## config.mk

```make
export PLATFORM = sky130hd
export DESIGN_NAME = fetch_unit
export DESIGN_NICKNAME = d
export VERILOG_FILES = /design/src/rtl/fetch_unit.sv
export SDC_FILE = /design/constraint.sdc
export NUM_CORES = 1
export LEC_CHECK = 0
export BUFFER_PORTS_ARGS = -buffer_cell sky130_fd_sc_hd__buf_2
export CAP_MARGIN = 20
export CORE_MARGIN = 2
export CORE_UTILIZATION = 42
export CTS_CLUSTER_DIAMETER = 150
export DETAILED_ROUTE_END_ITERATION = 8
export MAX_ROUTING_LAYER = met4
export PLACE_DENSITY = 0.74
export REMOVE_ABC_BUFFERS = 1
export SETUP_SLACK_MARGIN = 0.4
export SYNTH_ARGS = -nofsm -noshare
export SYNTH_HDL_FRONTEND = slang
export SYNTH_SLANG_ARGS = --single-unit
```

## constraint.sdc

```tcl
create_clock -name clk -period 3.2 [get_ports clk]
set_input_delay 0.8 -clock clk [delete_from_list [all_inputs] [get_ports clk]]
set_output_delay 0.8 -clock clk [all_outputs]
set_load 0.05 [all_outputs]
```

## src/rtl/fetch_unit.sv

```systemverilog
// Instruction fetch stage: owns the PC, issues in-order word requests to imem and
// buffers returned instructions for decode behind a valid/ready handshake.
//   state | meaning
//   IDLE  | one quiet cycle after reset release, no request issued
//   RUN   | issue requests while in-flight + buffered < DEPTH
//   DRAIN | no requests; absorbing stale responses left over from a redirect
module fetch_unit #(
  parameter logic [31:0] RESET_PC = 32'h0000_0000,
  parameter int unsigned DEPTH    = 2
) (
  input  logic        clk,
  input  logic        rst_n,
  output logic        imem_req_valid,
  input  logic        imem_req_ready,
  output logic [31:0] imem_req_addr,
  input  logic        imem_rsp_valid,
  input  logic [31:0] imem_rsp_data,
  input  logic        redirect_valid,
  input  logic [31:0] redirect_pc,
  output logic        id_valid,
  input  logic        id_ready,
  output logic [31:0] id_instr,
  output logic [31:0] id_pc,
  output logic [6:0]  id_opcode,
  output logic [2:0]  id_funct3,
  output logic [6:0]  id_funct7
);
  localparam int unsigned AW = $clog2(DEPTH);
  localparam int unsigned CW = $clog2(DEPTH + 1);
  localparam logic [CW:0]   DEPTH_W = (CW+1)'(DEPTH);
  localparam logic [CW-1:0] C_ONE   = CW'(1);
  localparam logic [AW-1:0] P_ONE   = AW'(1);

  typedef enum logic [1:0] {IDLE, RUN, DRAIN} state_t;

  state_t        state_q, state_d;
  logic [31:0]   pc_q, pc_d;
  logic [CW-1:0] inflight_q, inflight_d;
  logic [CW-1:0] discard_q, discard_d;
  logic [CW-1:0] count_q, count_d;
  logic [AW-1:0] wr_ptr_q, wr_ptr_d, rd_ptr_q, rd_ptr_d;
  logic [AW-1:0] pend_wr_q, pend_wr_d, pend_rd_q, pend_rd_d;
  logic [31:0]   fifo_instr_q [DEPTH];
  logic [31:0]   fifo_instr_d [DEPTH];
  logic [31:0]   fifo_pc_q    [DEPTH];
  logic [31:0]   fifo_pc_d    [DEPTH];
  logic [31:0]   pend_pc_q    [DEPTH];
  logic [31:0]   pend_pc_d    [DEPTH];

  logic req_fire, rsp_fire, push, pop;
  logic redirect_lsb_unused;

  assign redirect_lsb_unused = ^redirect_pc[1:0];

  assign imem_req_valid = (state_q == RUN) &&
                          (({1'b0, inflight_q} + {1'b0, count_q}) < DEPTH_W);
  assign imem_req_addr  = pc_q;
  assign id_valid       = (count_q != '0);
  assign id_instr       = id_valid ? fifo_instr_q[rd_ptr_q] : '0;
  assign id_pc          = id_valid ? fifo_pc_q[rd_ptr_q] : '0;
  assign id_opcode      = id_instr[6:0];
  assign id_funct3      = id_instr[14:12];
  assign id_funct7      = id_instr[31:25];

  assign req_fire = imem_req_valid && imem_req_ready;
  assign rsp_fire = imem_rsp_valid && (inflight_q != '0);
  assign pop      = id_valid && id_ready;
  assign push     = rsp_fire && (discard_q == '0) && !redirect_valid;

  always_comb begin
    state_d      = state_q;
    pc_d         = pc_q;
    inflight_d   = inflight_q;
    discard_d    = discard_q;
    count_d      = count_q;
    wr_ptr_d     = wr_ptr_q;
    rd_ptr_d     = rd_ptr_q;
    pend_wr_d    = pend_wr_q;
    pend_rd_d    = pend_rd_q;
    fifo_instr_d = fifo_instr_q;
    fifo_pc_d    = fifo_pc_q;
    pend_pc_d    = pend_pc_q;

    if (state_q == IDLE) state_d = RUN;

    if (req_fire) begin
      pc_d                 = pc_q + 32'd4;
      pend_pc_d[pend_wr_q] = pc_q;
      pend_wr_d            = pend_wr_q + P_ONE;
    end

    if (req_fire && !rsp_fire)      inflight_d = inflight_q + C_ONE;
    else if (!req_fire && rsp_fire) inflight_d = inflight_q - C_ONE;

    // Every response retires its request's PC slot, stale or not.
    if (rsp_fire) begin
      pend_rd_d = pend_rd_q + P_ONE;
      if (discard_q != '0) begin
        discard_d = discard_q - C_ONE;
        if (discard_q == C_ONE && state_q == DRAIN) state_d = RUN;
      end
    end

    if (push) begin
      fifo_instr_d[wr_ptr_q] = imem_rsp_data;
      fifo_pc_d[wr_ptr_q]    = pend_pc_q[pend_rd_q];
      wr_ptr_d               = wr_ptr_q + P_ONE;
    end
    if (pop) rd_ptr_d = rd_ptr_q + P_ONE;

    case ({push, pop})
      2'b10:   count_d = count_q + C_ONE;
      2'b01:   count_d = count_q - C_ONE;
      default: count_d = count_q;
    endcase

    // Redirect wins: anything still outstanding after this cycle is wrong-path.
    if (redirect_valid) begin
      pc_d      = {redirect_pc[31:2], 2'b00};
      count_d   = '0;
      wr_ptr_d  = '0;
      rd_ptr_d  = '0;
      discard_d = inflight_d;
      state_d   = (inflight_d != '0) ? DRAIN : RUN;
    end
  end

  always_ff @(posedge clk or negedge rst_n) begin
    if (!rst_n) begin
      state_q    <= IDLE;
      pc_q       <= RESET_PC;
      inflight_q <= '0;
      discard_q  <= '0;
      count_q    <= '0;
      wr_ptr_q   <= '0;
      rd_ptr_q   <= '0;
      pend_wr_q  <= '0;
      pend_rd_q  <= '0;
      for (int i = 0; i < DEPTH; i++) begin
        fifo_instr_q[i] <= '0;
        fifo_pc_q[i]    <= '0;
        pend_pc_q[i]    <= '0;
      end
    end else begin
      state_q      <= state_d;
      pc_q         <= pc_d;
      inflight_q   <= inflight_d;
      discard_q    <= discard_d;
      count_q      <= count_d;
      wr_ptr_q     <= wr_ptr_d;
      rd_ptr_q     <= rd_ptr_d;
      pend_wr_q    <= pend_wr_d;
      pend_rd_q    <= pend_rd_d;
      fifo_instr_q <= fifo_instr_d;
      fifo_pc_q    <= fifo_pc_d;
      pend_pc_q    <= pend_pc_d;
    end
  end

endmodule

```

======== Word-level counts from Yosys, hierarchy flattened ========
Index checks and enable logic that the tools add are counted.
storage, ports and cells
  logic and storage cells ................. 106
  output and inout bits ................... 115
  register bits after elaboration ......... 236
  input bits .............................. 70
operators by class
  order comparisons ....................... 7
  equal/unequal tests ..................... 5
  add/subtract/negate cells ............... 11
  reduce and logical (&&, ||, !) cells .... 27
  bitwise logic cells ..................... 4
  muxes and demuxes ....................... 37
operators by type and width
  operator                                                                       number
  32-bit 2-to-1 mux                                                              15
  64-bit bitwise mux                                                             3
  32-bit demux with 1-bit select                                                 2
  32-bit by 3-bit adder with 32-bit output (second input constant)               1
  2-bit 2-to-1 mux                                                               12
  2-bit nonzero test                                                             9
  1-bit logical AND                                                              11
  2-bit greater-or-equal comparator (second input constant)                      4
  1-bit NOT with 2-bit output                                                    4
  2-bit by 1-bit equality test with 1-bit output (second input constant)         3
  2-bit by 1-bit subtractor with 2-bit output (second input constant)            3
  1-bit adder (second input constant)                                            4
  2-bit by 1-bit adder with 2-bit output (second input constant)                 2
  2-bit equality test (second input constant)                                    2
  2-bit zero test                                                                2
  2-bit by 1-bit less-than comparator with 1-bit output (second input constant)  2
  1-bit 2-to-1 mux                                                               4
  2-bit case mux with 2 select lines                                             1
  2-bit by 2-bit adder with 3-bit output                                         1
  1-bit zero test                                                                3
  3-bit by 2-bit less-than comparator with 1-bit output (second input constant)  1
  3-bit nonzero test                                                             1
  2-bit AND reduction                                                            1

======== Logic depth before layout (Yosys ltp) ========
Gate-level depths: netlist of the first run.
  depth in word-level cells ............... 11
  mapped depth ............................ 9
  mapped depth without buffers ............ 7

======== Least setup slack after synthesis of the first run ========
OpenSTA, ideal clock, no wires.
  path kind ............................... register to output
  from .................................... register rd_ptr_q
  to ...................................... output id_instr[25]
  cell stages (with the launch flop) ...... 6
  buffers on the path ..................... 3
  data required time ...................... 2.400 ns
  arrival ................................. 2.235 ns
  path slack .............................. 0.165 ns
  cell sequence ........................... dfrtp_1 -> clkbuf_1 -> buf_1 -> mux2i_1 -> nor2_1 -> buf_4
between the ends
  longest elaborated chain between the ends .. 5
RTL lines
  what                                                  line  RTL
  start: declaration                                    41    logic [AW-1:0] wr_ptr_q, wr_ptr_d, rd_ptr_q, rd_ptr_d;
  start signal: assignment                              151   rd_ptr_q <= rd_ptr_d;
  1-bit NOT with 2-bit output (not written as such)     59    assign id_instr = id_valid ? fifo_instr_q[rd_ptr_q] : '0;
  32-bit 2-to-1 mux (not written as such) (3 in a row)  59
  32-bit 2-to-1 mux                                     59
  end: declaration                                      22    output logic [31:0] id_instr,
No other way between the ends. The select of a mux whose other input is x is not followed.

======== Worst setup path in the final report of the first run ========
  from .................................... register inflight_q[0]
  to ...................................... output imem_req_valid
between the ends
  longest elaborated chain between the ends .. 3
RTL lines
  what                                                   line  RTL
  start: declaration                                     38    logic [CW-1:0] inflight_q, inflight_d;
  start signal: assignment                               147   inflight_q <= inflight_d;
  2-bit by 2-bit adder with 3-bit output                 56    (({1'b0, inflight_q} + {1'b0, count_q}) < DEPTH_W);
  3-bit by 2-bit less-than comparator with 1-bit output  56
  1-bit logical AND                                      55    assign imem_req_valid = (state_q == RUN) &&
  end: declaration                                       13    output logic imem_req_valid,
No other way between the ends.

==> out/results.ini, run 1 <==
[run_status]
outcome = finished clean

[timing]
fin_tns_setup_ns = 0
max_slew.worst_pin.slew_ns = 1.07
min_period_ns = 3.05
max_freq_mhz = 328
setup_viol = 0
grt_setup_unrepaired = yes
finalHoldViolCount = 0
slew_violations = 0
setup_ws_ns = 0.150
fin_crit_sh_pct = 95.3
worst_clock_skew_ns = 0.00711
slew_headroom_pct = 28.8

[clock_tree]
clkTransAtPathRegs_ns = 0.06
ctsHoldBuffers = 0
htreeDepth = 1
cts_made_buffers = 25
cts_tree = yes
clk_latency_ns = 0.51
clock-root-buffer = clkbuf_16
cts_sinks = 226
cts_max_path_buffers = 3

[synthesis]
synth_area_sq_mm = 0.0106
synth_top_area_share_pct = 53.5
synth_warnings = 0
seq_area_frac_synth_pct = 53.5
synth_area_leaders = dfrtp_1 53%, mux2_2 13%, mux2i_1 8.8%
syn_inst = 943
yosysUniqueCellTypes = 46
yosys.area.top_type = dfrtp_1
syn_avg_cell_area_sq_um = 11.2
ys_ff_latch = 226

[grt]
grt_max_degree = 93
grt_pass1_wl_um = 38700
grt.total_usage_pct = 18.8
grt_pass1_vias = 7403
antenna_found_initial = 0
grt-ovfl-total = 0

[die]
chipWidth_um = 163
core_area_sq_mm = 0.0250
io_pins = 185
rows = 58
die-area_sq_mm = 0.0265
start_util_pct = 42.4
die_y_um = 163

[critical_path]
critPathLaunchType = flip-flop
ff2ff_setup_slack_ns = 0.42
critPathBufInv = 2
worst-path-max-fanout = 2
startpoint = inflight_q[0]$_DFF_PN0_
ff2ff_path_depth = 9
crit_family = simple AND/OR/NAND/NOR gates
required_ns = 2.40
critPathMaxStageDelay_ns = 0.54
r2r_start = inflight_q[0]$_DFF_PN0_
slowest_stage = or4b_4
endpoint_kind = output port
path_class = flip-flop to output port
arrival_ns = 2.25
path_cells = and2_4 > fa_1 > or4b_4 > inv_8 > buf_8
r2r-end = imem_req_addr[30]$_DFFE_PN0P_

[layout]
drive_above_1_share_pct = 34.0
instances_no_fill = 1441
nNetsFinal = 1172
fin_area_sq_mm = 0.0127
utilization_pct = 50.9
n_antenna_cell = 0
area_delta_synth_final_pct = 20.1

[route]
drt-initial-drc-count = 432
routed_wl_um = 24200
drtPass1Iterations = 4
detail_route.wl_per_cell_um = 16.8
antenna_left = 0
viasPerCell = 5.28
drcViolationCount = 0
vias = 7604

[place]
gp_congestion = 0.787
dp_hpwl_um = 15900
place_inst = 1392
pre_cts_ws_ns = 0.302
postPlaceCellArea_sq_mm = 0.0117
port_buffers = 178

[power]
p_leak_nw = 5.82
ir_drop_mv = 0.425
power_density_mw_per_mm2 = 899

[worst_hold_path]
min_path_type = input pin to async pin

[flow_run]
maxCapViolCount = 0

-- per-layer routing --
metal	part of all wire [%]	routed length, um	track usage, %
met1	46	11200	25.5
met2	47	11400	30.2
met3	5.1	1240	2.47
met4	1.5	371	4.26
met5	0	0	-
-- flip-flops by register name, indices dropped and copies added, names as in the netlist --
register and cells:
pend_rd_q 1, state_q 2, pend_pc_q 60, wr_ptr_q 1, fifo_pc_q 60, pend_wr_q 1, inflight_q 2, imem_req_addr 30
discard_q 2, rd_ptr_q 1, fifo_instr_q 64, count_q 2
-- cell usage after synthesis (all sizes together) --
master / n
clkbuf: 44
nor2b: 5
nand2b: 1
clkinv: 1
nand4: 14
conb: 1
nand2: 58
or4: 19
nor3b: 1
a311oi: 3
a221oi: 1
nor3: 6
inv: 16
mux2i: 93
and4: 5
o21a: 1
a31oi: 19
nor2: 118
a2111oi: 2
o31ai: 15
or4b: 1
a311o: 2
nand3b: 1
dfrtp: 226
or2: 2
buf: 37
o211ai: 2
nand3: 12
and2: 5
o21ai: 50
or3: 4
xor2: 6
fa: 1
a221o: 2
xnor2: 7
and3: 3
a21oi: 33
a211oi: 1
ha: 4
mux2: 121
-- layout make-up --
| type | count | area [sq um] |
|---|---|---|
| Clock buffer | 29 | 661 |
| Fill cell | 2231 | 12300 |
| Clock inverter | 12 | 200 |
| Tap cell | 330 | 413 |
| Sequential cell | 226 | 5660 |
| Timing Repair Buffer | 205 | 1220 |
| Inverter | 17 | 71.3 |
| Multi-Input combinational cell | 622 | 4470 |
-- cells in the final DEF (no fill, tap or decap), drive strengths merged, types with 7 or more instances in the layout --
cell | synthesis | final
a21oi | 33 | 33
o21ai | 50 | 50
nor2 | 118 | 118
mux2i | 93 | 93
mux2 | 121 | 121
inv | 16 | 17
nand3 | 12 | 12
nand4 | 14 | 14
buf | 37 | 205
dfrtp | 226 | 226
a31oi | 19 | 19
o31ai | 15 | 15
xnor2 | 7 | 7
or4 | 19 | 19
nand2 | 58 | 58
clkbuf | 44 | 29
-- through the flow --
step           hold WS (ns)  power [mW]
4_1_cts               0.295        11.5
3_3_place_gp          0.461        8.20
3_5_place_dp          0.469        8.37
2_1_floorplan         0.449        7.37
6_report              0.258        11.4
5_1_grt               0.310        12.1
-- cells by family (layout without fill, tap and decap cells) --
group,count (synthesis),in the layout,synth area share (%)
simple gates,255,255,11.2
other cells,1,4,0.0355
flops,226,226,53.5
compound gates,131,131,7.28
xor+xnor,13,13,1.08
fa+ha+maj,5,5,0.663
mux,214,214,21.7
buf+inv,98,263,4.57
-- worst max-delay path by stage --
stage | end | slack (ns) | cells past startpoint
6_report | imem_req_valid | 0.15 | 5
4_1_cts | imem_req_valid | 0.14 | 5
2_1_floorplan | fifo_instr_q[32]$_DFFE_PN0P_ | -3.75 | 3
5_1_grt | imem_req_valid | 0.1 | 5
3_5_place_dp | imem_req_addr[31]$_DFFE_PN0P_ | 0.30 | 8
3_3_place_gp | imem_req_addr[31]$_DFFE_PN0P_ | 0.32 | 8
-- power breakdown --
group	internal (mW)	total (mW)	leakage (nW)	switching, mW
combinational	1.63	3.78	2.62	2.14
sequential	3.96	4.61	2.78	0.656
clock	1.87	3.02	0.418	1.15
total	7.46	11.4	5.82	3.95
-- what timing repair did --
action	4_1_cts	5_1_grt
resized for setup	9	7
buffers inserted	8	0
setup endpoints to repair	40	39
gates cloned	0	0
pin swaps	2	2
Note: power is estimated with default switching activity, not from simulation.
==> run 2: changes to the inputs <==
--- a/config.mk
+++ b/config.mk
@@ -5,14 +5,14 @@
 export SDC_FILE = /design/constraint.sdc
 export NUM_CORES = 1
 export LEC_CHECK = 0
+export ABC_AREA = 0
 export BUFFER_PORTS_ARGS = -buffer_cell sky130_fd_sc_hd__buf_2
-export CAP_MARGIN = 20
 export CORE_MARGIN = 2
-export CORE_UTILIZATION = 42
+export CORE_UTILIZATION = 50
 export CTS_CLUSTER_DIAMETER = 150
 export DETAILED_ROUTE_END_ITERATION = 8
 export MAX_ROUTING_LAYER = met4
-export PLACE_DENSITY = 0.74
+export PLACE_DENSITY = 0.83
 export REMOVE_ABC_BUFFERS = 1
 export SETUP_SLACK_MARGIN = 0.4
 export SYNTH_ARGS = -nofsm -noshare
==> run 2 against run 1 <==
Final cell count down 3.3%. Global-route usage grew 3.3 points. Largest power group unchanged. Worst setup slack better by 0.032 ns. Utilization rose by 9.6 points. Clock skew up 0.0029 ns. Critical path type unchanged. Via count rose by 1.7%. Register-to-register slack got worse by 0.05 ns. Sequential power rose by 1%. Sequential share of layout area is 0.25 points higher.
==> out/results.ini, run 2 (same netlist as run 1, synthesis figures left out) <==
[die]
core_area_sq_mm = 0.0209
io_pins = 185
rows = 53
chipWidth_um = 149
die-area_sq_mm = 0.0223
die_y_um = 149
start_util_pct = 50.6

[clock_tree]
cts_sinks = 226
ctsHoldBuffers = 0
cts_made_buffers = 23
cts_tree = yes
htreeDepth = 1
clock-root-buffer = clkbuf_16
clkTransAtPathRegs_ns = 0.06
cts_max_path_buffers = 3
clk_latency_ns = 0.50

[timing]
min_period_ns = 3.02
slew_violations = 0
setup_viol = 0
grt_setup_unrepaired = yes
max_slew.worst_pin.slew_ns = 1.06
slew_headroom_pct = 29.1
worst_clock_skew_ns = 0.00997
fin_crit_sh_pct = 94.3
max_freq_mhz = 331
finalHoldViolCount = 0

[grt]
met2_usage_pct = 36.3
grtUsageMet1_pct = 27.9
grt.total_usage_pct = 22.0
antenna_found_initial = 2
grt-ovfl-total = 0
grtUsageMet3_pct = 3.93
grt_pass1_wl_um = 38400
grt_max_degree = 91
grt_pass1_vias = 7667
busiest_layer = met2

[layout]
drive_above_1_share_pct = 34.3
fin_area_sq_mm = 0.0126
largest-register = fifo_instr_q
mostFrequentLayoutCells = 224 x dfrtp_1, 176 x buf_2, 121 x mux2_2, 116 x nor2_1, 93 x mux2i_1
largest_reg_flops = 64
nNetsFinal = 1178
area_delta_synth_final_pct = 19.4
top_regs = fifo_instr_q: 64 flops, fifo_pc_q: 60 flops, pend_pc_q: 60 flops
layout_commonest_cell = dfrtp_1

[power]
power_density_mw_per_mm2 = 877
p_leak_nw = 5.81
ir_drop_mv = 0.432
p_total_mw = 11.1

[place]
postPlaceCellArea_sq_mm = 0.0116
port_buffers = 178
dp_hpwl_um = 15600
gp_congestion = 0.796

[critical_path]
slowest_stage = or4b_4
critPathLaunchType = flip-flop
endpoint_kind = output port
arrival_ns = 2.22
path_cells = and2_4 > fa_1 > or4b_4 > inv_8 > buf_12
path_class = flip-flop to output port
worst-path-max-fanout = 2
required_ns = 2.40
critPathMaxStageDelay_ns = 0.55

[route]
antenna_left = 0
drtPass1Iterations = 4
drcViolationCount = 0
drt-initial-drc-count = 479
routed_wl_um = 24300
detail_route.wl_per_cell_um = 17.5
viasPerCell = 5.55
vias = 7735

[run_status]
outcome = finished clean

[worst_hold_path]
min_path_type = input pin to async pin

[flow_run]
maxCapViolCount = 0

## run 2: area by class of cell
cell class,count,area [sq um]
clock buffer,37,688
antenna,2,5.00
fill,1723,8270
clock inverter,1,30.0
multi-input combinational,622,4520
tap,275,344
sequential,226,5660
inverter,17,71.3
timing repair buffer,213,1300
## run 2: report_power, final
part | total [mW] | leakage [nW] | internal (mW) | switching (mW)
Sequential | 4.67 | 2.78 | 3.96 | 0.718
Clock | 2.57 | 0.350 | 1.54 | 1.04
Combinational | 3.82 | 2.68 | 1.70 | 2.12
Total | 11.1 | 5.81 | 7.19 | 3.88
## run 2: what timing repair did
item | CTS | global route
gates resized for setup | 10 | 18
setup endpoints to repair | 52 | 56
setup buffers | 7 | 8
pin swaps | 2 | 7
## run 2: worst max-delay path: cells and delay by family, from the launching register on
family	cells	cell delay, ns
AND/OR/NAND/NOR	2	0.71
adder cells (fa/ha/maj)	1	0.43
buffers and inverters	2	0.21
flip-flops	1	0.37
## run 2: worst paths after layout
path                                                 from                       endpoint  slack, ns  cells past startpoint
worst min register to register  fifo_pc_q[28]$_DFFE_PN0P_      fifo_pc_q[28]$_DFFE_PN0P_       0.48                      2
worst max register to register    inflight_q[0]$_DFF_PN0_  imem_req_addr[16]$_DFFE_PN0P_       0.37                     10
worst max-delay path              inflight_q[0]$_DFF_PN0_                 imem_req_valid       0.18                      5
worst min-delay path                                rst_n      fifo_pc_q[61]$_DFFE_PN0P_       0.31                      1
min in group clk                fifo_pc_q[28]$_DFFE_PN0P_      fifo_pc_q[28]$_DFFE_PN0P_       0.48                      2
max in group asynchronous                           rst_n      pend_pc_q[11]$_DFFE_PN0P_       2.05                      2
## run 2: metal layers
layer  vias to the layer above  share of wire (%)
li1                       3634                  -
met1                      3826                 43
met2                       228                 48
met3                        47                6.7
met4                         0                2.5
met5                         -                  0
## run 2: stage by stage
| step | util [%] | instances | setup slack (ns) | hold slack (ns) | setup TNS (ns) |
|---|---|---|---|---|---|
| 2_1_floorplan | - | 865 | -3.75 | 0.449 | -362.36 |
| 3_3_place_gp | 55.7 | 1338 | 0.320 | 0.461 | 0 |
| 3_5_place_dp | 55.7 | 1338 | 0.274 | 0.469 | 0 |
| 4_1_cts | 59.6 | 1383 | 0.171 | 0.338 | 0 |
| 5_1_grt | 60.4 | 1393 | 0.127 | 0.340 | 0 |
| 6_report | 60.4 | 1393 | 0.182 | 0.306 | 0 |
==> run 3: changes to the inputs <==
--- a/config.mk
+++ b/config.mk
@@ -6,7 +6,7 @@
 export NUM_CORES = 1
 export LEC_CHECK = 0
 export ABC_AREA = 0
-export BUFFER_PORTS_ARGS = -buffer_cell sky130_fd_sc_hd__buf_2
+export BUFFER_PORTS_ARGS = -buffer_cell sky130_fd_sc_hd__clkbuf_2
 export CORE_MARGIN = 2
 export CORE_UTILIZATION = 50
 export CTS_CLUSTER_DIAMETER = 150
==> run 3 against run 2 <==
Sequential power about the same. First-iteration DRC count rose by 10%. Clock skew up 0.00081 ns. Critical path depth is the same. Combinational power grew 2%. Final area is 0.38% higher. Count of clock-buffer cells in the layout decreased by 1. Worst hold slack got worse by 0.069 ns. Non-clock buffer count up 8. Global-route usage about the same. Utilization rose by 0.23 points. Critical path type unchanged. Critical endpoint unchanged. Largest cell class unchanged. Largest power group unchanged.
==> out/results.ini, run 3 (same netlist as run 1, synthesis figures left out) <==
[run_status]
outcome = finished clean

[power]
power_density_mw_per_mm2 = 881
p_int_mw = 7.25
swShare_pct = 35.0
p_leak_nw = 5.82
switchingPower_mw = 3.91
pwr-share-comb_pct = 35.0
ir_drop_mv = 0.453
clkPwrFrac_pct = 23.1
pwr-share-seq_pct = 41.9

[critical_path]
r2r-end = imem_req_addr[15]$_DFFE_PN0P_
ff2ff_setup_slack_ns = 0.35
arrival_ns = 2.25
worst-path-max-fanout = 2
critPathLaunchType = flip-flop
required_ns = 2.40
r2r_start = inflight_q[0]$_DFF_PN0_
ff2ff_path_depth = 10
path_class = flip-flop to output port
startpoint = inflight_q[0]$_DFF_PN0_
endpoint = imem_req_valid
endpoint_kind = output port

[layout]
area_delta_synth_final_pct = 19.8
drive_above_1_share_pct = 34.8
largest_reg_flops = 64
utilization_pct = 60.6
nNetsFinal = 1186
layout_commonest_cell = dfrtp_1
top_regs = fifo_instr_q: 64 flops, fifo_pc_q: 60 flops, pend_pc_q: 60 flops
mostFrequentLayoutCells = 223 x dfrtp_1, 175 x clkbuf_2, 121 x mux2_2, 116 x nor2_1, 93 x mux2i_1
largest-register = fifo_instr_q
instances_no_fill = 1402

[route]
antenna_left = 0
drtPass1Iterations = 4
viasPerCell = 5.46
routed_wl_um = 24300
detail_route.wl_per_cell_um = 17.3
vias = 7658
drcViolationCount = 0
drt-initial-drc-count = 527

[worst_hold_path]
min_path_type = input pin to async pin

[die]
start_util_pct = 50.6
die_y_um = 149
rows = 53
core_area_sq_mm = 0.0209
die-area_sq_mm = 0.0223
chipWidth_um = 149
io_pins = 185

[timing]
slew_headroom_pct = 29.8
max_slew.worst_pin.slew_ns = 1.05
worst_clock_skew_ns = 0.0108
fin_crit_sh_pct = 95.4
slew_violations = 0
min_period_ns = 3.05
finalHoldViolCount = 0
setup_viol = 0
grt_setup_unrepaired = yes
max_freq_mhz = 327

[clock_tree]
cts_tree = yes
clkTransAtPathRegs_ns = 0.06
htreeDepth = 1
cts_made_buffers = 23
ctsHoldBuffers = 0
cts_max_path_buffers = 3
clk_latency_ns = 0.51
cts_sinks = 226
clock-root-buffer = clkbuf_16

[flow_run]
maxCapViolCount = 0

[place]
place_inst = 1341
gp_congestion = 0.841
dp_hpwl_um = 15800
port_buffers = 178

[grt]
grt_pass1_vias = 7467
grt.total_usage_pct = 22.1
antenna_found_initial = 1
grt_pass1_wl_um = 38100
grt_max_degree = 93
grt-ovfl-total = 0

-- run 3: worst min path at each step --
stage                               from                      endpoint  cells past startpoint  slack [ns]
6_report                           rst_n  fifo_instr_q[15]$_DFFE_PN0P_                      1        0.24
4_1_cts                            rst_n  fifo_instr_q[15]$_DFFE_PN0P_                      1        0.26
5_1_grt                            rst_n  fifo_instr_q[15]$_DFFE_PN0P_                      1        0.27
2_1_floorplan  pend_pc_q[42]$_DFFE_PN0P_     pend_pc_q[42]$_DFFE_PN0P_                      2        0.45
3_3_place_gp    fifo_pc_q[3]$_DFFE_PN0P_      fifo_pc_q[3]$_DFFE_PN0P_                      2        0.46
3_5_place_dp   fifo_pc_q[28]$_DFFE_PN0P_     fifo_pc_q[28]$_DFFE_PN0P_                      2        0.47
-- run 3: repair_timing --
item                       in CTS  in global routing
setup endpoints to repair      61                 11
gates cloned                    0                  2
setup buffers                   8                 10
resized for setup               9                 14
pin swaps                       2                 11
hold endpoints to repair        0                  0
-- run 3: metal layers --
metal | global-route usage, % | share of wire (%) | vias up
li1 | - | - | 3646
met1 | 28.0 | 43 | 3752
met4 | 6.19 | 2.0 | 0
met2 | 36.6 | 49 | 224
met3 | 3.90 | 6.1 | 36
met5 | - | 0 | -
-- run 3: power groups by stage --
stage                     Sequential (mW)  Clock [mW]  Combinational [mW]
after CTS                            4.67        2.65                3.76
after detailed placement             4.74           0                3.61
after global placement               4.66           0                3.49
final                                4.68        2.58                3.90
after global routing                 4.82        2.77                4.25
after floorplan                      4.67           0                2.70
-- run 3: area by class of cell --
class                      count  area [sq um]
antenna                        2          5.00
timing repair buffer         221          1370
multi-input combinational    622          4490
sequential                   226          5660
clock buffer                  36           684
inverter                      17          71.3
fill                        1666          8220
tap                          275           344
clock inverter                 3          43.8
-- run 3: critical path, stage by stage (launching register included) --
cell and delay, ns:
dfrtp_1 0.38, and2_4 0.16, fa_1 0.43, or4b_4 0.54
inv_8 0.09, clkbuf_16 0.15
-- run 3: per-stage QoR --
step                      area, sq um  setup TNS [ns]  power [mW]  hold WS (ns)  worst slack (ns)
after global routing            12700               0        11.8         0.266             0.103
after detailed placement        11700               0        8.35         0.470             0.305
final                           12700               0        11.2         0.237             0.146
after CTS                       12500               0        11.1         0.258             0.128
after floorplan                 10200         -362.36        7.37         0.449             -3.75
after global placement          11700               0        8.15         0.460             0.368
